File: config.mk
export PLATFORM = sky130hd
export DESIGN_NAME = aes_dec_iter_ctrl
export DESIGN_NICKNAME = d
export VERILOG_FILES = /design/src/rtl/aes_dec_pkg.sv /design/src/rtl/aes_dec_iter_ctrl.sv
export SDC_FILE = /design/constraint.sdc
export NUM_CORES = 1
export LEC_CHECK = 0
export BUFFER_PORTS_ARGS = -buffer_cell sky130_fd_sc_hd__buf_2
export CAP_MARGIN = 10
export CORE_AREA = 3 3 254 256
export DETAILED_ROUTE_END_ITERATION = 7
export DIE_AREA = 0 0 257 259
export PLACE_DENSITY = 0.41
export SLEW_MARGIN = 20
export SYNTH_ARGS = -nofsm -noshare
export SYNTH_HDL_FRONTEND = slang
export SYNTH_SLANG_ARGS = --single-unit
File: constraint.sdc
create_clock -name clk -period 3.8 [get_ports clk]
set_input_delay 0.19 -clock clk [delete_from_list [all_inputs] [get_ports clk]]
set_output_delay 0.19 -clock clk [all_outputs]
set_load 0.1 [all_outputs]
File: src/rtl/aes_dec_pkg.sv
// Shared definitions for the iterative AES inverse-cipher sequencer.
//   state_t  : sequencer phases (IDLE, ARK, RND, DONE)
//   NR_*     : inverse-round counts for AES-128/192/256
//   BLOCK_W  : cipher block width in bits
package aes_dec_pkg;

  localparam int unsigned BLOCK_W = 128;

  localparam int unsigned NR_128 = 10;
  localparam int unsigned NR_192 = 12;
  localparam int unsigned NR_256 = 14;

  typedef enum logic [1:0] {
    IDLE,
    ARK,
    RND,
    DONE
  } state_t;

endpackage

File: src/rtl/aes_dec_iter_ctrl.sv
// Sequencer for the iterative AES inverse cipher. Accepts one ciphertext
// block, applies the initial AddRoundKey and NR inverse rounds through an
// external combinational round unit, then presents the plaintext.
// Ports:
//   clk, rst             : clock, synchronous active-high reset
//   in_valid/in_ready    : ciphertext handshake, in_data byte 0 at [127:120]
//   out_valid/out_ready  : plaintext handshake, out_data same byte order
//   rk_addr / rk_data    : round-key RAM read port (1-cycle read latency)
//   rnd_state/rnd_last   : round-unit operands (state register, final-round flag)
//   rnd_out              : round-unit result
//   busy, round          : status / debug
module aes_dec_iter_ctrl
  import aes_dec_pkg::*;
#(
  parameter int unsigned NR     = NR_128,
  parameter int unsigned KEY_AW = 4
) (
  input  logic               clk,
  input  logic               rst,
  input  logic               in_valid,
  output logic               in_ready,
  input  logic [BLOCK_W-1:0] in_data,
  output logic               out_valid,
  input  logic               out_ready,
  output logic [BLOCK_W-1:0] out_data,
  output logic [KEY_AW-1:0]  rk_addr,
  input  logic [BLOCK_W-1:0] rk_data,
  output logic [BLOCK_W-1:0] rnd_state,
  output logic               rnd_last,
  input  logic [BLOCK_W-1:0] rnd_out,
  output logic               busy,
  output logic [KEY_AW-1:0]  round
);

  localparam logic [KEY_AW-1:0] ADDR_NR  = KEY_AW'(NR);
  localparam logic [KEY_AW-1:0] ADDR_NR1 = KEY_AW'(NR - 1);
  localparam logic [KEY_AW-1:0] ADDR_NR2 = KEY_AW'(NR - 2);

  state_t             fsm;
  logic [BLOCK_W-1:0] state_reg;

  assign rnd_state = state_reg;
  assign out_data  = state_reg;

  // The key address always runs one round ahead of the key being consumed,
  // because the RAM returns data one cycle after the address is registered.
  always_ff @(posedge clk) begin
    if (rst) begin
      fsm       <= IDLE;
      state_reg <= '0;
      in_ready  <= 1'b1;
      out_valid <= 1'b0;
      rk_addr   <= ADDR_NR;
      round     <= ADDR_NR;
      busy      <= 1'b0;
      rnd_last  <= 1'b0;
    end else begin
      case (fsm)
        IDLE: begin
          if (in_valid && in_ready) begin
            state_reg <= in_data;
            rk_addr   <= ADDR_NR1;
            round     <= ADDR_NR1;
            in_ready  <= 1'b0;
            busy      <= 1'b1;
            fsm       <= ARK;
          end
        end
        ARK: begin
          state_reg <= state_reg ^ rk_data;
          rk_addr   <= ADDR_NR2;
          rnd_last  <= (round == '0);
          fsm       <= RND;
        end
        RND: begin
          state_reg <= rnd_out;
          if (round != '0) begin
            round    <= round - KEY_AW'(1);
            rk_addr  <= (round >= KEY_AW'(2)) ? round - KEY_AW'(2) : '0;
            // Registered so it is high exactly while round==0 in RND.
            rnd_last <= (round == KEY_AW'(1));
          end else begin
            rk_addr   <= ADDR_NR;
            rnd_last  <= 1'b0;
            out_valid <= 1'b1;
            fsm       <= DONE;
          end
        end
        DONE: begin
          if (out_ready) begin
            out_valid <= 1'b0;
            round     <= ADDR_NR;
            in_ready  <= 1'b1;
            busy      <= 1'b0;
            fsm       <= IDLE;
          end
        end
        default: fsm <= IDLE;
      endcase
    end
  end

endmodule

# Word level (Yosys, flattened, before mapping)
# Cells that the tools add are included.
# totals
reg_bits	142
wordCells	57
out_inout_bits	268
inputBits	388
# classes
mux	23
reduce_logical	14
order_cmp	1
eq_ne	8
addsub	2
n_bitwise	1
# ops
cell	count
one-hot mux 128 bit (3 select lines)	1
2-to-1 mux 128 bit	1
XOR 128 bit	1
one-hot mux 4 bit (3 select lines)	2
2-to-1 mux 4 bit	5
AND reduction 3 bit	3
inequality test 2 bit, second input constant	4
one-hot mux 1 bit (2 select lines)	4
one-hot mux 2 bit (4 select lines)	1
2-to-1 mux 1 bit	6
2-to-1 mux 2 bit	3
nonzero test 2 bit	3
nonzero test 3 bit	2
equality test 2 bit, second input constant	2
equality test 4 x 1 -> 1 bit, second input constant	1
>= comparator 4 x 2 -> 1 bit, second input constant	1
logical NOT 4 bit	1
AND reduction 4 bit	1
nonzero test 4 bit	1
subtractor 4 x 1 -> 4 bit, second input constant	1
subtractor 4 x 2 -> 4 bit, second input constant	1
equality test 2 x 1 -> 1 bit, second input constant	1
logical NOT 2 bit	1
AND reduction 2 bit	1
logical AND 1 bit	1

# Longest topological paths before layout
# Gate-level depths: netlist of run 1.
# depth
depth_word	4
mapped_depth	10
mapped_depth_nobuf	6

# Worst setup path before layout of run 1
# OpenSTA, ideal clock, no wires.
# synth_timing
kind	register -> register
startpoint	register round[1]
endpoint	register round[1]
required_ns	3.671
arrival_time_ns	2.501
period_less_slack_ns	2.630
path_buffers	0
path_stages_with_launch	7
path_slack_ns	1.170
setup_time_ns	0.129
cell_sequence	dfxtp_1 > inv_1 > ha_1 > nand4bb_1 > or4b_4 > a2111oi_2 > a21oi_1
# synth_via
elab_chain_len	3
word_cells_on_any_way	6
classes_between	add/sub: 1; eq/ne: 1; mux: 2; reduce/logical: 2
# synth_lines
element	line_no	text
start: declaration	aes_dec_iter_ctrl.sv:32	output logic [KEY_AW-1:0] round
start signal: assignment	aes_dec_iter_ctrl.sv:78	round <= round - KEY_AW'(1);
subtractor 4 x 1 -> 4 bit or nonzero test 4 bit (tied branches)	aes_dec_iter_ctrl.sv:78, aes_dec_iter_ctrl.sv:77	
2-to-1 mux 4 bit or inequality test 2 bit (tied branches)	-	
one-hot mux 4 bit (3 select lines) or AND reduction 4 bit (tied branches)	-	
# Several ways; a longest one is shown, not always the timed one. The select of a mux whose other input is x is not followed.
# A chain may end at the register's enable or synchronous reset.

# Worst setup path in the final report of run 1
# layout_timing
startpoint	register fsm[0]
endpoint	register state_reg[121] (netlist: out_data[121])
# layout_via
elab_chain_len	3
word_cells_on_any_way	7
classes_between	eq/ne: 3; mux: 1; reduce/logical: 3
# layout_lines
element	line_no	text
start: declaration	aes_dec_iter_ctrl.sv:39	state_t fsm;
start signal: assignment	aes_dec_iter_ctrl.sv:49	fsm <= IDLE;
start signal: assignment	aes_dec_iter_ctrl.sv:66	fsm <= ARK;
start signal: assignment	aes_dec_iter_ctrl.sv:73	fsm <= RND;
equality test 2 bit, or another cell as far along	aes_dec_iter_ctrl.sv:58	case (fsm)
nonzero test 3 bit (no line) or inequality test 2 bit (tied branches)	-	
AND reduction 2 bit (no line)	-	
end signal: assignment	aes_dec_iter_ctrl.sv:61	state_reg <= in_data;
end signal: assignment	aes_dec_iter_ctrl.sv:70	state_reg <= state_reg ^ rk_data;
end signal: assignment	aes_dec_iter_ctrl.sv:76	state_reg <= rnd_out;
end: declaration	aes_dec_iter_ctrl.sv:40	logic [BLOCK_W-1:0] state_reg;
# Several ways; a longest one is shown, not always the timed one.

==> flow_summary.yaml, run 1 <==
sta:
  setup_ws_ns: 0.9654
  slew-limit-headroom_pct: 35.18
  tns_ns: 0
  drv_slew: 0
  hold_viol_final: 0
  timing.final.crit_share_pct: 74.60
  setup_viol: 0
  finalCriticalPeriod_ns: 2.835
  finalClockSkew_ns: 0.01547
  worst_pin_slew_ns: 0.9722
  fmax_mhz: 352.8
  rsz0062_at_grt: "no"
placement:
  hpwl_mm: 34.09
  portBuffers: 655
  place_ws_ns: 0.8151
  gp_congestion: 0.9082
layout:
  fin_util_pct: 23.63
  syn_to_final_growth_pct: 46.68
  final_common_cell: "buf_2"
  num-nets-final: 2458
  drive_above_1_share_pct: 34.19
  final_cell_mix: "654 x buf_2, 365 x o21ai_0, 262 x nand2_1"
route:
  vias_per_cell: 4.281
  drcViolationCount: 0
  vias: 12510
  drtAntennaViolNets: 0
  drt_iter0_drc: 748
  dr.pass1.iters: 7
  avgRoutedWirePerCell_um: 16.22
  routed_wl_mm: 47.39
worst_setup_path:
  reg2regPathDepth: 6
  worstPathCellList: "inv_1, ha_4, nor2_1, or3_4, buf_4, o21ai_0"
  cp-endpoint: "out_data[121]"
  path_max_fanout: 65
  crit_slowest_cell: "buf_4"
  cp.required_ns: 4.11
  path_buf_inv: 2
  crit_type: "reg -> reg"
  startpoint_type: "flip-flop"
  crit_cells: 6
  critPathMaxStageDelay_ns: 0.65
  r2r_end: "out_data[121]"
  r2r_setup_slack_ns: 0.97
  worstSetupStartpoint: "fsm[0]"
  worst_setup_path_end_kind: "flip-flop"
  reg2reg_from: "fsm[0]"
  crit_family: "buffers and inverters"
  critPathArrivalTime_ns: 3.15
power:
  peakVddDrop_mv: 0.6424
  power_frac_seq_pct: 15.7
  power.leakage_nw: 6.477
  pwr-share-clk_pct: 10.7
  power.density_nw_per_um2: 1032
  combPwrFrac_pct: 73.6
  power.switching_mw: 10.19
  switching_share_pct: 66.59
  internal_power_mw: 5.112
clock_network:
  cts_sinks: 142
  cts_hold_buf: 108
  htree_levels: 4
  clk_pin_slew_ns: 0.06
  clk_latency_ns: 0.47
  cts-resized-gates: 0
  cts_setup_buffers: 0
  cts_tree: "built"
  cts_made_buffers: 17
  cts_buffer_depth: 2
  ctsRootBufferMaster: "clkbuf_16"
floorplan:
  fp.dieH_um: 259
  die_area_um2: 66560
  core_area_um2: 62740
  floorplan.initialDensity_pct: 16.11
  fp-row-count: 92
  io_pins: 656
  die-width_um: 257
synth:
  ys_async_sr_fraction_pct: 0
  synth_edf_count: 0
  ys_types: 42
  yosysSeqAreaShare_pct: 28.13
  ys_ff_latch: 142
  ys_dominant_reg_cell: "dfxtp_1"
  syn-mean-instance-area_um2: 6.687
  synthesis.nets: 1911
  synthesis.area_um2: 10100
  yosys_warnings: 0
  syn_inst: 1511
global_routing:
  first_global_vias: 12390
  antenna_found_initial: 7
  grt_first_pass_wirelength_mm: 71.68
  grt_max_degree: 166
  grt-ovfl-total: 0
  gr-usage-all-layers_pct: 13.68
worst_hold_path:
  hold_class: "in -> reg"
status:
  status: "finished, final reports clean"
flow_run:
  cap_violations: 0
Yosys cell counts (2+ instances only):
library cell / instances / area, um^2
ha_1: 12 / 150.1
clkbuf_1: 61 / 229.0
o211ai_1: 128 / 960.9
a21oi_1: 11 / 55.05
nor2_1: 143 / 536.8
nand2b_1: 2 / 12.51
dfxtp_1: 142 / 2843
nand4_1: 3 / 18.77
inv_1: 10 / 37.54
nand3b_1: 2 / 15.01
nand2_1: 263 / 987.2
o21bai_1: 2 / 15.01
o21ai_1: 23 / 115.1
buf_2: 51 / 255.2
a31oi_1: 2 / 12.51
nor3_1: 6 / 30.03
buf_4: 130 / 975.9
o21ai_0: 365 / 1827
buf_1: 4 / 15.01
nor2b_1: 129 / 807.0
final cells by class:
| class | instances | area (um^2) |
|---|---|---|
| Antenna cell | 5 | 12.51 |
| Clock buffer | 20 | 456.7 |
| Clock inverter | 12 | 87.58 |
| Fill cell | 7087 | 47910 |
| Inverter | 10 | 37.54 |
| Multi-Input combinational cell | 1113 | 5807 |
| Sequential cell | 142 | 2843 |
| Tap cell | 846 | 1059 |
| Timing Repair Buffer | 774 | 4519 |
sequential cells by signal, summed over array words and instances (netlist names):
register   count
out_valid      1
in_ready       1
rk_addr        4
round          4
out_data     128
rnd_last       1
busy           1
fsm            2
cell families (layout without fill, tap and decap cells):
family / count (synthesis) / in the layout / synth area share [%]
adder cells (fa/ha/maj): 12 / 12 / 1.486
AO/OA/AOI/OAI: 544 / 544 / 30.86
flip-flops: 142 / 142 / 28.13
multiplexers: 1 / 1 / 0.09906
AND/OR/NAND/NOR: 556 / 556 / 24.46
other: 0 / 5 / 0
buffers and inverters: 256 / 816 / 14.97
tightest hold or removal path: cells and delay by family:
family / cells / cell delay, ns
buf+inv: 1 / 0.08
compound gates: 2 / 0.20
per-layer routing:
| metal | routed length (um) | part of all wire [%] | vias up | global-route usage (%) |
|---|---|---|---|---|
| li1 | - | - | 6128 | - |
| met1 | 19280 | 41 | 5766 | 15.85 |
| met2 | 23640 | 50 | 529 | 24.04 |
| met3 | 2813 | 5.9 | 84 | 2.712 |
| met4 | 1644 | 3.5 | 2 | 6.740 |
| met5 | 13 | 0.027 | - | 0 |
worst min-delay path by stage:
stage / from / slack, ns / endpoint / cells after the start
final: in_data[40] / 0.05 / out_data[40] / 3
after global routing: in_data[41] / 0.02 / out_data[41] / 3
after CTS: in_data[48] / 0.00006 / out_data[48] / 3
after detailed placement: rk_addr[1] / 0.46 / rk_addr[1] / 2
after global placement: rk_addr[1] / 0.45 / rk_addr[1] / 2
after floorplan: in_data[0] / 0.37 / out_data[0] / 2
power by group through the flow:
stage / Clock [mW] / Combinational (mW) / Sequential, mW
after floorplan: 0 / 6.78 / 5.03
after global placement: 0 / 11.2 / 2.42
after detailed placement: 0 / 11.3 / 2.44
after CTS: 1.72 / 11.4 / 2.41
after global routing: 1.76 / 12.1 / 2.46
final: 1.63 / 11.3 / 2.41
per-stage QoR:
step / power [mW] / instances / hold WS [ns] / area (um^2)
floorplan: 11.81 / 1511 / 0.3710 / 10100
global placement: 13.62 / 2777 / 0.4550 / 13180
detailed placement: 13.69 / 2777 / 0.4616 / 13180
CTS: 15.49 / 2917 / 0.00006450 / 14810
global route: 16.31 / 2921 / 0.02431 / 14820
finish: 15.30 / 2922 / 0.05415 / 14820
Note: power is estimated with default switching activity, not from simulation.
==> run 2, diff against run 1 <==
--- a/config.mk
+++ b/config.mk
@@ -7,10 +7,10 @@
 export LEC_CHECK = 0
 export BUFFER_PORTS_ARGS = -buffer_cell sky130_fd_sc_hd__buf_2
 export CAP_MARGIN = 10
-export CORE_AREA = 3 3 254 256
+export CORE_AREA = 3 3 255 257
 export DETAILED_ROUTE_END_ITERATION = 7
-export DIE_AREA = 0 0 257 259
-export PLACE_DENSITY = 0.41
+export DIE_AREA = 0 0 258 260
+export PLACE_DENSITY = 0.4
 export SLEW_MARGIN = 20
 export SYNTH_ARGS = -nofsm -noshare
 export SYNTH_HDL_FRONTEND = slang
==> constraint.sdc (replaced) <==
create_clock -name clk -period 2.95 [get_ports clk]
set_input_delay 0.1475 -clock clk [delete_from_list [all_inputs] [get_ports clk]]
set_output_delay 0.1475 -clock clk [all_outputs]
set_load 0.1 [all_outputs]
==> flow_summary.yaml, run 2 (synthesized netlist as in run 1, its figures left out) <==
sta:
  fmax_mhz: 337.5
  finalCriticalPeriod_ns: 2.963
  finalClockSkew_ns: 0.01174
  slew-limit-headroom_pct: 38.86
  rsz0062_at_grt: "no"
  worst_pin_slew_ns: 0.9171
  timing.final.crit_share_pct: 100.4
  hold_viol_final: 0
  setup_viol: 2
  drv_slew: 0
  setup_ws_ns: -0.01310
route:
  avgRoutedWirePerCell_um: 17.02
  wl_met2_mm: 27.15
  vias: 13230
  routed_wl_mm: 52.36
  dr.max_layer_used: "met4"
  drt_iter0_drc: 836
  vias_per_cell: 4.300
  met1_length_mm: 20.90
  dr_wl_met3_mm: 3.465
  drcViolationCount: 0
  dr.pass1.iters: 7
  drtAntennaViolNets: 0
clock_network:
  htree_levels: 4
  cts-resized-gates: 0
  cts_made_buffers: 17
  ctsRootBufferMaster: "clkbuf_16"
  clk_latency_ns: 0.47
  cts_sinks: 142
  clk_pin_slew_ns: 0.07
  cts_tree: "built"
  cts_buffer_depth: 2
layout:
  fin_util_pct: 26.13
  num-nets-final: 2612
  final_area_um2: 16450
  drive_above_1_share_pct: 32.54
  syn_to_final_growth_pct: 62.84
  final_common_cell: "buf_2"
  largest_reg_flops: 128
  final_cell_mix: "654 x buf_2, 365 x o21ai_0, 262 x nand2_1"
  nFillCells: 7050
placement:
  place_ws_ns: 0.6078
  hpwl_mm: 36.35
  gp_congestion: 0.8545
  portBuffers: 655
  dpl_cell_area_um2: 13350
flow_run:
  cap_violations: 0
status:
  violations: "setup timing"
  status: "finished, violations left"
global_routing:
  gr-usage-all-layers_pct: 14.90
  antenna_found_initial: 4
  grt-ovfl-total: 0
  first_global_vias: 13200
  grt_first_pass_wirelength_mm: 77.90
  grt_max_degree: 129
worst_setup_path:
  startpoint_type: "flip-flop"
  r2r_setup_slack_ns: -0.01
  reg2reg_from: "fsm[0]"
  path_max_fanout: 128
  critPathArrivalTime_ns: 3.37
  cp.required_ns: 3.36
  worst_setup_path_end_kind: "flip-flop"
  worstSetupStartpoint: "fsm[0]"
  crit_type: "reg -> reg"
floorplan:
  die_area_um2: 67080
  die-width_um: 258
  io_pins: 656
  fp-row-count: 92
  floorplan.initialDensity_pct: 16.05
  core_area_um2: 62970
  fp.dieH_um: 260
power:
  power.density_nw_per_um2: 1322
  power.leakage_nw: 7.430
  peakVddDrop_mv: 0.6587
worst_hold_path:
  hold_class: "in -> reg"
  worstHoldStart: "in_data[25]"
run 2: final timing paths:
kind	endpoint	cells after the start
hold reg to reg	rk_addr[1]	2
setup reg to reg	out_data[107]	7
hold / removal	out_data[25]	3
setup / recovery	out_data[107]	7
run 2: what timing repair did:
| action | CTS | global route |
|---|---|---|
| hold buffers | 247 | 0 |
| setup buffers | 0 | 1 |
| endpoints found under the setup margin | 0 | 31 |
| endpoints found under the hold margin | 132 | 0 |
run 2: worst max-delay path: stages (launching register included):
cell and delay, ns:
dfxtp_1 0.44, inv_1 0.16, ha_4 0.40, nor2_1 0.08, or3_4 0.34, buf_12 0.19
o21ai_0 0.38, dlygate4sd3_1 0.58
run 2: per-stage QoR:
stage / total power, mW / hold slack, ns / instances / setup TNS, ns
final: 21.75 / 0.05362 / 3076 / -0.01682
after global routing: 23.17 / 0.04025 / 3072 / 0
after CTS: 21.95 / 0.0001875 / 3070 / 0
after detailed placement: 18.18 / 0.4252 / 2791 / 0
after global placement: 18.07 / 0.4185 / 2791 / 0
after floorplan: 15.21 / 0.3285 / 1511 / 0
run 2: cell type report:
cell class	instances	area, um^2	area share, %
multi-input cells	1113	5807	35.29
well taps	846	1059	6.433
diodes	5	12.51	0.07604
clock inverters	14	158.9	0.9657
inverters	10	37.54	0.2281
repair buffers	928	6098	37.06
flip-flops and latches	142	2843	17.28
clock buffers	18	439.2	2.669
run 2: where the power goes:
part           total (mW)  internal [mW]  switching [mW]
Clock                2.31           1.28            1.03
Sequential           3.09           2.49           0.597
Combinational        16.4           4.32            12.0
run 2: layer usage:
layer	track usage, %	vias up
met1	17.33	6219
li1	-	6438
met3	3.262	43
met2	27.18	526
met5	0	-
met4	4.526	0
